**config.mk**
```make
export PLATFORM = sky130hd
export DESIGN_NAME = m_d_flit_assembler
export DESIGN_NICKNAME = d
export VERILOG_FILES = /design/src/rtl/m_d_flit_assembler_pkg.sv /design/src/rtl/m_d_flit_slot_wr.sv /design/src/rtl/m_d_flit_assembler.sv
export SDC_FILE = /design/constraint.sdc
export NUM_CORES = 1
export LEC_CHECK = 0
export ABC_AREA = 1
export CORE_MARGIN = 2
export CORE_UTILIZATION = 45
export DETAILED_ROUTE_END_ITERATION = 8
export PLACE_DENSITY = 0.76
export SLEW_MARGIN = 20
export SYNTH_ARGS = -nofsm -noshare
export SYNTH_HDL_FRONTEND = slang
export SYNTH_SLANG_ARGS = --single-unit
export TNS_END_PERCENT = 1
```
**constraint.sdc**
```tcl
create_clock -name clk -period 1.89 [get_ports clk]
set_input_delay 0.2835 -clock clk [delete_from_list [all_inputs] [get_ports clk]]
set_output_delay 0.2835 -clock clk [all_outputs]
set_load 0.02 [all_outputs]
```
**src/rtl/m_d_flit_assembler_pkg.sv**
```systemverilog
// Shared widths, flit control codes and assembler FSM encodings for the
// memory-to-data-cache flit assembler.
package m_d_flit_assembler_pkg;

    localparam int FLIT_W    = 16;
    localparam int MAX_FLITS = 9;
    localparam int MSG_W     = FLIT_W * MAX_FLITS;
    localparam int CNT_W     = 4;

    typedef enum logic [1:0] {
        FLIT_NONE = 2'b00,
        FLIT_HEAD = 2'b01,
        FLIT_BODY = 2'b10,
        FLIT_TAIL = 2'b11
    } flit_ctrl_e;

    typedef enum logic [1:0] {
        ASM_IDLE    = 2'b00,
        ASM_COLLECT = 2'b01,
        ASM_HOLD    = 2'b10,
        ASM_WAIT    = 2'b11
    } asm_state_e;

endpackage

```
**src/rtl/m_d_flit_slot_wr.sv**
```systemverilog
// Combinational insert of one flit into the message register at a slot index;
// slot 0 is the most significant flit, out-of-range indices leave it unchanged.
module m_d_flit_slot_wr
    import m_d_flit_assembler_pkg::*;
(
    input  logic [MSG_W-1:0]  msg_in,
    input  logic [FLIT_W-1:0] flit,
    input  logic [CNT_W-1:0]  idx,
    output logic [MSG_W-1:0]  msg_out
);

    always_comb begin
        msg_out = msg_in;
        for (int i = 0; i < MAX_FLITS; i++) begin
            if (idx == CNT_W'(i)) begin
                msg_out[MSG_W-1-FLIT_W*i -: FLIT_W] = flit;
            end
        end
    end

endmodule

```
**src/rtl/m_d_flit_assembler.sv**
```systemverilog
// Collects ring flits of one memory reply into a 144-bit message and issues it
// as a single-cycle strobe once the downstream argument register is idle.
module m_d_flit_assembler
    import m_d_flit_assembler_pkg::*;
(
    input  logic              clk,
    input  logic              rst,
    input  logic [FLIT_W-1:0] flit_in,
    input  logic              v_flit_in,
    input  logic [1:0]        ctrl_in,
    input  logic              m_d_areg_state,
    output logic              flit_in_ready,
    output logic [MSG_W-1:0]  m_flits_d,
    output logic              v_m_flits_d,
    output logic              asm_overflow,
    output logic [1:0]        asm_state
);

    asm_state_e       state_q, state_d;
    logic [CNT_W-1:0] count_q, count_d;
    logic [MSG_W-1:0] msg_q, msg_d;
    logic             v_q, v_d;
    logic             ovf_q, ovf_d;

    flit_ctrl_e       ctrl;
    logic             acc;
    logic [MSG_W-1:0] wr_base;
    logic [CNT_W-1:0] wr_idx;
    logic [MSG_W-1:0] wr_msg;

    assign ctrl          = flit_ctrl_e'(ctrl_in);
    assign flit_in_ready = (state_q == ASM_IDLE) || (state_q == ASM_COLLECT);
    assign acc           = v_flit_in && flit_in_ready && (ctrl != FLIT_NONE);

    // A head always starts from an empty message at slot 0.
    assign wr_base = (ctrl == FLIT_HEAD) ? '0 : msg_q;
    assign wr_idx  = (ctrl == FLIT_HEAD) ? '0 : count_q;

    m_d_flit_slot_wr u_slot_wr (
        .msg_in  (wr_base),
        .flit    (flit_in),
        .idx     (wr_idx),
        .msg_out (wr_msg)
    );

    always_comb begin
        state_d = state_q;
        count_d = count_q;
        msg_d   = msg_q;
        v_d     = 1'b0;
        ovf_d   = ovf_q;
        case (state_q)
            ASM_IDLE: begin
                if (acc && ctrl == FLIT_HEAD) begin
                    msg_d   = wr_msg;
                    count_d = CNT_W'(1);
                    state_d = ASM_COLLECT;
                end
            end
            ASM_COLLECT: begin
                if (acc && ctrl == FLIT_HEAD) begin
                    msg_d   = wr_msg;
                    count_d = CNT_W'(1);
                end else if (acc) begin
                    // Beyond the last slot the flit is dropped and flagged.
                    if (count_q < CNT_W'(MAX_FLITS)) begin
                        msg_d = wr_msg;
                        if (ctrl == FLIT_BODY) begin
                            count_d = count_q + CNT_W'(1);
                        end
                    end else begin
                        ovf_d = 1'b1;
                    end
                    if (ctrl == FLIT_TAIL) begin
                        state_d = ASM_HOLD;
                    end
                end
            end
            ASM_HOLD: begin
                if (!m_d_areg_state) begin
                    v_d     = 1'b1;
                    state_d = ASM_WAIT;
                end
            end
            ASM_WAIT: begin
                // Busy is registered downstream, so wait to see it before rearming.
                if (m_d_areg_state) begin
                    msg_d   = '0;
                    count_d = '0;
                    state_d = ASM_IDLE;
                end
            end
            default: state_d = ASM_IDLE;
        endcase
    end

    always_ff @(posedge clk) begin
        if (rst) begin
            state_q <= ASM_IDLE;
            count_q <= '0;
            msg_q   <= '0;
            v_q     <= 1'b0;
            ovf_q   <= 1'b0;
        end else begin
            state_q <= state_d;
            count_q <= count_d;
            msg_q   <= msg_d;
            v_q     <= v_d;
            ovf_q   <= ovf_d;
        end
    end

    assign m_flits_d    = msg_q;
    assign v_m_flits_d  = v_q;
    assign asm_overflow = ovf_q;
    assign asm_state    = state_q;

endmodule

```
==> metrics.log, run 1 <==
[metrics] fmax: 0.517 GHz
[metrics] leading cell types in the layout, fill and taps excluded: 473 x nand2_1, 318 x nor2_1, 169 x clkdlybuf4s50_1
[metrics] biggest area contributors in the synthesized netlist: dfxtp_1 43%, nand2_1 25%, nor2_1 17%, buf_6 4.4%, inv_1 2.2%
[metrics] number of maximum-capacitance violations: 0
[metrics] initial antenna violation count: 0
[metrics] post-synth top area cell: dfxtp_1
[metrics] total congestion overflow: 0
[metrics] routed length on met2: 9.69 mm
[metrics] Worst path top cell family by delay: simple AND/OR/NAND/NOR gates
[metrics] Ports: 171
[metrics] critical path class: reg -> reg
[metrics] Static Leakage: 4.31 nW
[metrics] global-route usage over all layers: 23.8%
[metrics] highest ir drop seen on vdd: 0.000692 V
[metrics] clock tree from TritonCTS: done
[metrics] final-stage net count: 1328
[metrics] number of buffers created by CTS: 17
[metrics] data arrival time of the critical path: 2250 ps
[metrics] iteration count of the initial detailed-routing pass: 5
[metrics] largest fanout of any net on the critical path: 8
[metrics] endpoint kind of the worst setup timing path: flop
[metrics] sum of buffers and inverters on the critical path: 4
[metrics] status: complete, but fails checks
[metrics] final core utilization: 64.7%
[metrics] root buffer cell: clkbuf_16
[metrics] via count of the first global-routing pass: 6024
[metrics] post-detail-place hpwl: 12.8 mm
[metrics] initial DRC count: 516
[metrics] number of distinct library cell variants in the gate-level netlist after synthesis: 26
[metrics] register area share after synthesis: 42.7%
[metrics] total vias in the final route: 7154
[metrics] number of instances on the worst hold path: 2
[metrics] wire length of the first global-routing pass: 30.7 mm
[metrics] worst flop-to-flop path startpoint: asm_state[1]
[metrics] met3 wire length: 1.27 mm
[metrics] Req. time, crit path: 2210 ps
[metrics] clock-pin slew reported for the worst setup and hold paths after clock tree synthesis: 70 ps
[metrics] endpoint of the most critical register-to-register path: m_flits_d[27]
[metrics] hold endpoint: v_m_flits_d
[metrics] overall power after layout: 15.2 mW
[metrics] Worst Skew: 6.75 ps
[metrics] worst path setup slack after routing: -42.5 ps
[metrics] die width: 130 um
[metrics] Skew-Pair Late Insertion Delay: 420 ps
[metrics] level count of the clock H-tree: 4
[metrics] count of final max-slew check failures: 0
[metrics] effective utilization at floorplan: 45.5%
[metrics] Max stage delay on crit path: 360 ps
[metrics] number of hold violations in the final report: 0
[metrics] RSZ-0062 raised after global routing: yes
[metrics] slew at the pin with the worst max-slew slack: 318 ps
[metrics] row count: 46
[metrics] synthesized netlist net count: 1120
[metrics] Pwr Density: 1500 nW/um2
[metrics] number of nets still failing antenna checks after routing: 0
[metrics] Worst path slowest cell: dfxtp_4
[metrics] Syn-to-layout area delta: 42.0%
[metrics] flop and latch count out of synthesis: 152
[metrics] r2r worst-path depth: 13
[metrics] IO Port Bufs: 170
[metrics] share of the clock period used by the worst path after layout: 102%
[metrics] synthesis warning total: 0
[metrics] CORE AREA: 15700 um2
[metrics] slack of the worst reg-to-reg path: -40 ps
[metrics] violations in the final reports: negative setup slack
[metrics] maximum number of pins on one net before global-route repair: 48
[metrics] final setup violation count: 2
[metrics] CTS Sinks: 152
[metrics] placer's final routability congestion estimate: 0.868
[metrics] minimum clock period: 1930 ps
[metrics] worst min path class: in -> reg
[metrics] hold wc startpoint: m_d_areg_state
[metrics] combined area of all synthesized cells: 7130 um2
[metrics] average vias per placed instance: 4.68
[metrics] drt drc: 0
[metrics] top layer reached by signal wires: met4
[metrics] final routed wirelength across all metal layers: 20.5 mm
[metrics] hold bufs inserted after CTS: 0
[metrics] most common cell after layout, fill and taps aside: nand2_1
[metrics] final-layout worst hold slack: 456 ps
[metrics] Avg Inst Size Synth: 6.53 um2
[metrics] DRT met1 WL: 8.80 mm
[metrics] critical path, cell by cell: inv_4 -> ha_4 -> inv_4 -> nand2_4 -> nand4_4 -> nand2_4 -> nand3_4 -> buf_12 -> nor2_4 -> clkbuf_16 -> nand2_1 -> nand2_1 -> nor2_1
[metrics] worst-case headroom to the max-slew limit: 78.6%
[metrics] Synth Instances: 1092
[metrics] die span in y: 130 um
[metrics] Die Area: 16900 um2
[metrics] average wire length per cell after detail routing: 13.4 um
[metrics] Max Buffers Root-to-Sink: 2
[metrics] layout cell share with drive strength beyond 1: 10.6%
[metrics] share of the synthesized area in the top cell type: 42.7%
[metrics] kind of launch point of the worst setup path: flop
[metrics] antenna diode count: 0
repair_timing:
item / in CTS / in global routing
pin swaps: 0 / 6
cloned: 0 / 3
buffers inserted: 0 / 2
gates resized for setup: 1 / 22
setup endpoints to repair: 2 / 145
flip-flops by register name (all words and copies together), names as in the netlist:
name          flops
asm_overflow      1
asm_state         2
count_q           4
m_flits_d       144
v_m_flits_d       1
synthesized netlist by cell type, drive strengths merged:
cell     instances
nand2          481
nor2           328
dfxtp          152
inv             42
buf             40
clkbuf          15
o21ai            8
ha               6
nand3            6
a21oi            5
nor3             3
a31oi            2
and2             1
nand4            1
o2bb2ai          1
xor2             1
per-stage QoR:
step                      std cells  TNS, ps  cell area, um2  setup WS [ps]
final                          1529    -73.9           10100          -42.5
after global routing           1529     -738           10100          -82.3
after CTS                      1524    -9.06            9980          -9.06
after detailed placement       1492   -32200            9360           -276
after global placement         1492   -22170            9360           -198
after floorplan                1092        0            7140           3.20
power by group:
group	internal, mW	switching (mW)
Sequential	4.11	0.559
Combinational	3.13	3.85
Clock	2.16	1.40
metal layers:
layer / vias to the layer above / global-route usage [%]
li1: 3665 / -
met1: 3163 / 30.4
met2: 278 / 39.8
met3: 48 / 4.47
met4: 0 / 9.30
met5: - / 0
layout make-up:
| type | count | area, um2 |
|---|---|---|
| timing repair buffer | 244 | 2580 |
| clock buffer | 19 | 453 |
| sequential | 152 | 3050 |
| inverter | 42 | 168 |
| clock inverter | 13 | 171 |
| multi-input combinational | 843 | 3430 |
| tap | 216 | 270 |
| fill | 1399 | 5530 |
cells by family (layout without fill, tap and decap cells):
| group | Yosys count | after routing | share of synthesized area (%) |
|---|---|---|---|
| compound gates | 16 | 16 | 1.26 |
| buf+inv | 97 | 318 | 10.0 |
| flops | 152 | 152 | 42.7 |
| xor+xnor | 1 | 1 | 0.123 |
| simple gates | 820 | 820 | 44.8 |
| fa+ha+maj | 6 | 6 | 1.05 |
worst max path at each step:
stage / slack [ps] / cells after the start / startpoint / endpoint
after global routing: -80 / 13 / asm_state[1] / m_flits_d[27]
final: -40 / 13 / asm_state[1] / m_flits_d[27]
after CTS: -9 / 13 / asm_state[1] / m_flits_d[31]
after detailed placement: -280 / 12 / ctrl_in[1] / m_flits_d[81]
after floorplan: 3 / 12 / asm_state[1] / m_flits_d[51]
after global placement: -200 / 12 / ctrl_in[1] / m_flits_d[94]
Power figures use the tool's default switching activity.
==> run 2, diff against run 1 <==
==> constraint.sdc (replaced) <==
create_clock -name clk -period 1.6 [get_ports clk]
set_input_delay 0.24 -clock clk [delete_from_list [all_inputs] [get_ports clk]]
set_output_delay 0.24 -clock clk [all_outputs]
set_load 0.02 [all_outputs]
==> run 2 against run 1 <==
First-iteration DRC count decreased by 2.3%. Non-clock buffer count increased by 17. Sequential cell count unchanged. Combinational power increased by 10%. Sequential power increased by 17%. Clock-buffer cell count increased by 2. Largest cell class unchanged. The flow still finishes with violations (negative setup slack). Via count decreased by 1.0%. Worst setup slack got worse by 110 ps. Worst hold slack got worse by 64 ps. Fmax increased by 10%. Clock power increased by 6.5%. Global-route usage increased by 0.065 points.
==> metrics.log, run 2 (same netlist as run 1, synthesis figures left out) <==
[metrics] post-detail-place hpwl: 14.3 mm (was 12.8 mm)
[metrics] wire length of the first global-routing pass: 30.9 mm (was 30.7 mm)
[metrics] row count: 46 (unchanged)
[metrics] die width: 130 um (unchanged)
[metrics] Syn-to-layout area delta: 40.4% (was 42.0%)
[metrics] drt drc: 0 (unchanged)
[metrics] level count of the clock H-tree: 4 (unchanged)
[metrics] sum of buffers and inverters on the critical path: 4 (unchanged)
[metrics] status: complete, but fails checks (unchanged)
[metrics] final-layout fill cell count: 1487 (was 1399)
[metrics] timing endpoint of the critical path: m_flits_d[32] (was m_flits_d[27])
[metrics] worst path setup slack after routing: -151 ps (was -42.5 ps)
[metrics] placed cell area: 9520 um2 (was 9360 um2)
[metrics] RSZ-0062 raised after global routing: yes (unchanged)
[metrics] Max stage delay on crit path: 370 ps (was 360 ps)
[metrics] number of maximum-capacitance violations: 0 (unchanged)
[metrics] worst-case headroom to the max-slew limit: 80.0% (was 78.6%)
[metrics] clock tree from TritonCTS: done (unchanged)
[metrics] total congestion overflow: 0 (unchanged)
[metrics] fmax: 0.571 GHz (was 0.517 GHz)
[metrics] most common cell after layout, fill and taps aside: nand2_1 (unchanged)
[metrics] number of nets still failing antenna checks after routing: 0 (unchanged)
[metrics] CTS Sinks: 152 (unchanged)
[metrics] number of buffers created by CTS: 17 (unchanged)
[metrics] critical path class: reg -> reg (unchanged)
[metrics] average wire length per cell after detail routing: 12.9 um (was 13.4 um)
[metrics] flip-flop count of the largest register, all copies and words added: 144 (unchanged)
[metrics] clock-pin slew reported for the worst setup and hold paths after clock tree synthesis: 60 ps (was 70 ps)
[metrics] Critical Path Source: asm_state[0] (was asm_state[1])
[metrics] critical path, cell by cell: inv_4 -> ha_4 -> inv_4 -> nand2_4 -> nand4_4 -> nand2_4 -> nand3_4 -> buf_6 -> nor2_4 -> buf_12 -> nand2_1 -> nand2_1 -> nor2_1 (was inv_4 -> ha_4 -> inv_4 -> nand2_4 -> nand4_4 -> nand2_4 -> nand3_4 -> buf_12 -> nor2_4 -> clkbuf_16 -> nand2_1 -> nand2_1 -> nor2_1)
[metrics] count of final max-slew check failures: 0 (unchanged)
[metrics] Die Area: 16900 um2 (unchanged)
[metrics] number of buffers inserted to repair setup after CTS: 0 (unchanged)
[metrics] highest ir drop seen on vdd: 0.000924 V (was 0.000692 V)
[metrics] Max Buffers Root-to-Sink: 2 (unchanged)
[metrics] critical path depth in cells: 13 (unchanged)
[metrics] slack of the worst reg-to-reg path: -150 ps (was -40 ps)
[metrics] Static Leakage: 5.16 nW (was 4.31 nW)
[metrics] endpoint of the most critical register-to-register path: m_flits_d[32] (was m_flits_d[27])
[metrics] endpoint kind of the worst setup timing path: flop (unchanged)
[metrics] effective utilization at floorplan: 45.5% (unchanged)
[metrics] post-route cell area: 10000 um2 (was 10100 um2)
[metrics] worst setup timing slack at the placement stage: -528 ps (was -276 ps)
[metrics] Skew-Pair Late Insertion Delay: 430 ps (was 420 ps)
[metrics] root buffer cell: clkbuf_16 (unchanged)
[metrics] CORE AREA: 15700 um2 (unchanged)
[metrics] violations in the final reports: negative setup slack (unchanged)
[metrics] die span in y: 130 um (unchanged)
[metrics] minimum clock period: 1750 ps (was 1930 ps)
[metrics] leading cell types in the layout, fill and taps excluded: 474 x nand2_1, 318 x nor2_1, 150 x dfxtp_1 (was 473 x nand2_1, 318 x nor2_1, 169 x clkdlybuf4s50_1)
[metrics] Worst path top cell family by delay: simple AND/OR/NAND/NOR gates (unchanged)
[metrics] average vias per placed instance: 4.58 (was 4.68)
[metrics] data arrival time of the critical path: 2070 ps (was 2250 ps)
[metrics] Ports: 171 (unchanged)
[metrics] kind of launch point of the worst setup path: flop (unchanged)
[metrics] total vias in the final route: 7080 (was 7154)
[metrics] worst flop-to-flop path startpoint: asm_state[0] (was asm_state[1])
[metrics] maximum number of pins on one net before global-route repair: 43 (was 48)
[metrics] Pwr Density: 1690 nW/um2 (was 1500 nW/um2)
[metrics] initial antenna violation count: 0 (unchanged)
[metrics] Worst path slowest cell: dfxtp_4 (unchanged)
[metrics] r2r worst-path depth: 13 (unchanged)
[metrics] placer's final routability congestion estimate: 0.959 (was 0.868)
[metrics] slew at the pin with the worst max-slew slack: 296 ps (was 318 ps)
[metrics] Multi-input gate area: 3440 um2 (was 3430 um2)
[metrics] via count of the first global-routing pass: 6188 (was 6024)
[metrics] iteration count of the initial detailed-routing pass: 5 (unchanged)
[metrics] antenna diode count: 0 (unchanged)
[metrics] combined flip-flop and latch cell area: 3050 um2 (about the same)
[metrics] IO Port Bufs: 170 (unchanged)
[metrics] final-stage net count: 1345 (was 1328)
[metrics] Worst Skew: 14.3 ps (was 6.75 ps)
[metrics] Total Negative Setup Slacks: -16490 ps (was -73.9 ps)
[metrics] layout cell share with drive strength beyond 1: 11.7% (was 10.6%)
[metrics] hold bufs inserted after CTS: 0 (unchanged)
[metrics] share of the clock period used by the worst path after layout: 109% (was 102%)
[metrics] initial DRC count: 504 (was 516)
[metrics] Req. time, crit path: 1920 ps (was 2210 ps)
[metrics] largest fanout of any net on the critical path: 32 (was 8)
[metrics] global-route usage over all layers: 23.8% (about the same)
[metrics] number of hold violations in the final report: 0 (unchanged)
[metrics] worst min path class: in -> reg (unchanged)
[metrics] final routed wirelength across all metal layers: 19.9 mm (was 20.5 mm)
[metrics] final setup violation count: 149 (was 2)
-- run 2: cell types whose count changed in the layout (fill, tap and decap cells not counted), sizes merged --
cell,previous run,this run
inv,43,42
bufinv,3,1
clkdlybuf4s50,169,22
dlygate4sd2,1,132
dlymetal6s2s,0,15
clkinvlp,4,5
buf,72,92
-- run 2: timing repair --
item,4_1_cts,5_1_grt
pin swaps,0,3
setup endpoints to repair,298,166
gates resized for setup,144,28
-- run 2: how the worst min path moves through the flow --
stage / from / end / slack [ps] / cells after the start
after floorplan: rst / count_q[3] / 310 / 1
after global placement: m_flits_d[76] / m_flits_d[76] / 460 / 2
after detailed placement: m_flits_d[125] / m_flits_d[125] / 470 / 2
after CTS: m_d_areg_state / v_m_flits_d / 380 / 2
after global routing: m_d_areg_state / v_m_flits_d / 390 / 2
final: m_d_areg_state / v_m_flits_d / 390 / 2
-- run 2: power by group --
group / switching, mW / internal (mW) / total, mW
Combinational: 4.55 / 3.12 / 7.67
Sequential: 0.618 / 4.85 / 5.47
Clock: 1.57 / 2.21 / 3.79
Total: 6.74 / 10.2 / 16.9
-- run 2: worst register-to-register path: cells and delay by family (launching register included) --
kind	cells	cell delay (ps)
flops	1	370
buf+inv	4	460
fa+ha+maj	1	150
simple gates	8	650
-- run 2: layer usage --
metal	GRT usage [%]	share of wire, %	up-vias
li1	-	-	3700
met1	30.4	44	3138
met2	40.4	49	216
met3	4.80	5.7	26
met4	8.03	2.1	0
met5	0	0	-
-- run 2: per-stage QoR --
stage | hold WS (ps) | util (%) | instances | power [mW]
3_3_place_gp | 462 | 60.8 | 1514 | 13.6
3_5_place_dp | 471 | 60.8 | 1514 | 13.8
6_report | 392 | 63.9 | 1546 | 16.9
5_1_grt | 391 | 63.9 | 1546 | 18.1
4_1_cts | 376 | 63.4 | 1546 | 17.0
2_1_floorplan | 309 | - | 1092 | 10.4
-- run 2: final cells by class --
type	count	share of cell area (%)
multi-input cells	843	34.4
flip-flops and latches	152	30.5
repair buffers	261	25.2
clock buffers	21	4.60
well taps	216	2.70
inverters	42	1.71
clock inverters	11	0.975
==> run 3, diff against run 2 <==
--- a/config.mk
+++ b/config.mk
@@ -10,6 +10,7 @@
 export CORE_UTILIZATION = 45
 export DETAILED_ROUTE_END_ITERATION = 8
 export PLACE_DENSITY = 0.76
+export RECOVER_POWER = 100
 export SLEW_MARGIN = 20
 export SYNTH_ARGS = -nofsm -noshare
 export SYNTH_HDL_FRONTEND = slang
==> run 3 against run 2 <==
Largest cell class unchanged. Sequential share of layout area rose by 0.40 points. Core utilization fell by 0.85 points. Combinational power fell by 2%. Largest power group unchanged. Fmax rose by 0.16%. Critical path depth did not move. Non-clock buffer count did not move. The flow still finishes with violations (negative setup slack). Highest routed layer unchanged. Final cell count did not move.
==> metrics.log, run 3 (same netlist as run 1, synthesis figures left out) <==
[metrics] status: complete, but fails checks (unchanged)
[metrics] violations in the final reports: negative setup slack (unchanged)
[metrics] antenna diode count: 0 (unchanged)
[metrics] endpoint kind of the worst setup timing path: flop (unchanged)
[metrics] average vias per placed instance: 4.55 (was 4.58)
[metrics] critical path depth in cells: 13 (unchanged)
[metrics] number of maximum-capacitance violations: 0 (unchanged)
[metrics] largest fanout of any net on the critical path: 32 (unchanged)
[metrics] sum of buffers and inverters on the critical path: 4 (unchanged)
[metrics] fin cells: 1546 (unchanged)
[metrics] endpoint of the most critical register-to-register path: m_flits_d[32] (unchanged)
[metrics] RSZ-0062 raised after global routing: yes (unchanged)
[metrics] row count: 46 (unchanged)
[metrics] number of instances on the worst hold path: 2 (unchanged)
[metrics] Max stage delay on crit path: 370 ps (about the same)
[metrics] initial DRC count: 537 (was 504)
[metrics] via count of the first global-routing pass: 6188 (unchanged)
[metrics] post-detail-place hpwl: 14.3 mm (unchanged)
[metrics] final routed wirelength across all metal layers: 19.9 mm (about the same)
[metrics] final core utilization: 63.1% (was 63.9%)
[metrics] total congestion overflow: 0 (unchanged)
[metrics] Req. time, crit path: 1920 ps (about the same)
[metrics] maximum number of pins on one net before global-route repair: 43 (unchanged)
[metrics] worst setup timing slack at the placement stage: -528 ps (unchanged)
[metrics] number of buffers created by CTS: 17 (unchanged)
[metrics] clock-pin slew reported for the worst setup and hold paths after clock tree synthesis: 60 ps (about the same)
[metrics] Die Area: 16900 um2 (unchanged)
[metrics] root buffer cell: clkbuf_16 (unchanged)
[metrics] effective utilization at floorplan: 45.5% (unchanged)
[metrics] iteration count of the initial detailed-routing pass: 5 (unchanged)
[metrics] placer's final routability congestion estimate: 0.959 (unchanged)
[metrics] die width: 130 um (unchanged)
[metrics] final-layout worst hold slack: 393 ps (was 392 ps)
[metrics] slack of the worst reg-to-reg path: -150 ps (about the same)
[metrics] data arrival time of the critical path: 2060 ps (was 2070 ps)
[metrics] r2r worst-path depth: 13 (unchanged)
[metrics] Total Negative Setup Slacks: -16190 ps (was -16490 ps)
[metrics] wire length of the first global-routing pass: 30.9 mm (unchanged)
[metrics] final setup violation count: 149 (unchanged)
[metrics] die span in y: 130 um (unchanged)
[metrics] Syn-to-layout area delta: 38.5% (was 40.4%)
[metrics] Max Buffers Root-to-Sink: 2 (unchanged)
[metrics] CORE AREA: 15700 um2 (unchanged)
[metrics] IO Port Bufs: 170 (unchanged)
[metrics] post-route cell area: 9870 um2 (was 10000 um2)
[metrics] final-stage net count: 1345 (unchanged)
[metrics] number of nets still failing antenna checks after routing: 0 (unchanged)
[metrics] placed cell count: 1514 (unchanged)
[metrics] fmax: 0.572 GHz (was 0.571 GHz)
[metrics] overall power after layout: 16.8 mW (was 16.9 mW)
[metrics] placed cell area: 9520 um2 (unchanged)
[metrics] highest ir drop seen on vdd: 0.000920 V (was 0.000924 V)
[metrics] worst path setup slack after routing: -148 ps (was -151 ps)
[metrics] CTS Sinks: 152 (unchanged)
[metrics] Critical Path Source: asm_state[0] (unchanged)
[metrics] worst min path class: in -> reg (unchanged)
[metrics] Pwr Density: 1700 nW/um2 (was 1690 nW/um2)
[metrics] Skew-Pair Late Insertion Delay: 430 ps (about the same)
[metrics] Static Leakage: 4.87 nW (was 5.16 nW)
[metrics] level count of the clock H-tree: 4 (unchanged)
[metrics] worst flop-to-flop path startpoint: asm_state[0] (unchanged)
[metrics] average wire length per cell after detail routing: 12.8 um (was 12.9 um)
[metrics] initial antenna violation count: 0 (unchanged)
[metrics] Worst Skew: 14.1 ps (was 14.3 ps)
[metrics] global-route usage over all layers: 23.8% (unchanged)
[metrics] minimum clock period: 1750 ps (about the same)
[metrics] number of hold violations in the final report: 0 (unchanged)
[metrics] layout cell share with drive strength beyond 1: 11.7% (about the same)
[metrics] kind of launch point of the worst setup path: flop (unchanged)
[metrics] number of buffers inserted to repair setup after CTS: 0 (unchanged)
[metrics] total vias in the final route: 7037 (was 7080)
[metrics] timing endpoint of the critical path: m_flits_d[32] (unchanged)
[metrics] critical path, cell by cell: inv_4 -> ha_4 -> inv_4 -> nand2_4 -> nand4_4 -> nand2_4 -> nand3_4 -> buf_6 -> nor2_4 -> buf_12 -> nand2_1 -> nand2_1 -> nor2_1 (unchanged)
[metrics] worst-case headroom to the max-slew limit: 80.0% (unchanged)
[metrics] Worst path top cell family by delay: simple AND/OR/NAND/NOR gates (unchanged)
[metrics] Ports: 171 (unchanged)
[metrics] hold bufs inserted after CTS: 0 (unchanged)
[metrics] most common cell after layout, fill and taps aside: nand2_1 (unchanged)
[metrics] critical path class: reg -> reg (unchanged)
[metrics] Worst path slowest cell: dfxtp_4 (unchanged)
[metrics] share of the clock period used by the worst path after layout: 109% (about the same)
[metrics] count of final max-slew check failures: 0 (unchanged)
[metrics] drt drc: 0 (unchanged)
[metrics] clock tree from TritonCTS: done (unchanged)
[metrics] slew at the pin with the worst max-slew slack: 296 ps (about the same)
[metrics] flip-flop count of the largest register, all copies and words added: 144 (unchanged)
[metrics] leading cell types in the layout, fill and taps excluded: 474 x nand2_1, 318 x nor2_1, 151 x dfxtp_1 (was 474 x nand2_1, 318 x nor2_1, 150 x dfxtp_1)
-- run 3: worst min path at each step --
stage                         startpoint             end  slack, ps
after floorplan                      rst      count_q[3]        310
after global placement     m_flits_d[76]   m_flits_d[76]        460
after detailed placement  m_flits_d[125]  m_flits_d[125]        470
after CTS                 m_d_areg_state     v_m_flits_d        380
after global routing      m_d_areg_state     v_m_flits_d        390
final                     m_d_areg_state     v_m_flits_d        390
-- run 3: layout make-up --
class,instances,area (um2)
tap,216,270
clock inverter,11,97.6
fill,1523,5780
sequential,152,3050
clock buffer,21,460
multi-input combinational,843,3440
timing repair buffer,261,2390
inverter,42,171
-- run 3: metal layers --
layer / share of wire [%] / routed length [um] / up-vias / GRT usage (%)
met5: 0 / 0 / - / 0
met4: 2.2 / 441 / 0 / 8.03
met3: 5.1 / 1020 / 28 / 4.80
met2: 48 / 9580 / 201 / 40.4
met1: 44 / 8820 / 3111 / 30.4
li1: - / - / 3697 / -
-- run 3: timing repair --
item	CTS	global route
gates resized for setup	144	28
setup endpoints to repair	298	166
hold endpoints to repair	0	0
pin swaps	0	3
-- run 3: power by group --
group / total, mW / switching (mW) / internal, mW
logic: 7.55 / 4.54 / 3.00
registers: 5.47 / 0.620 / 4.85
clock network: 3.79 / 1.57 / 2.21
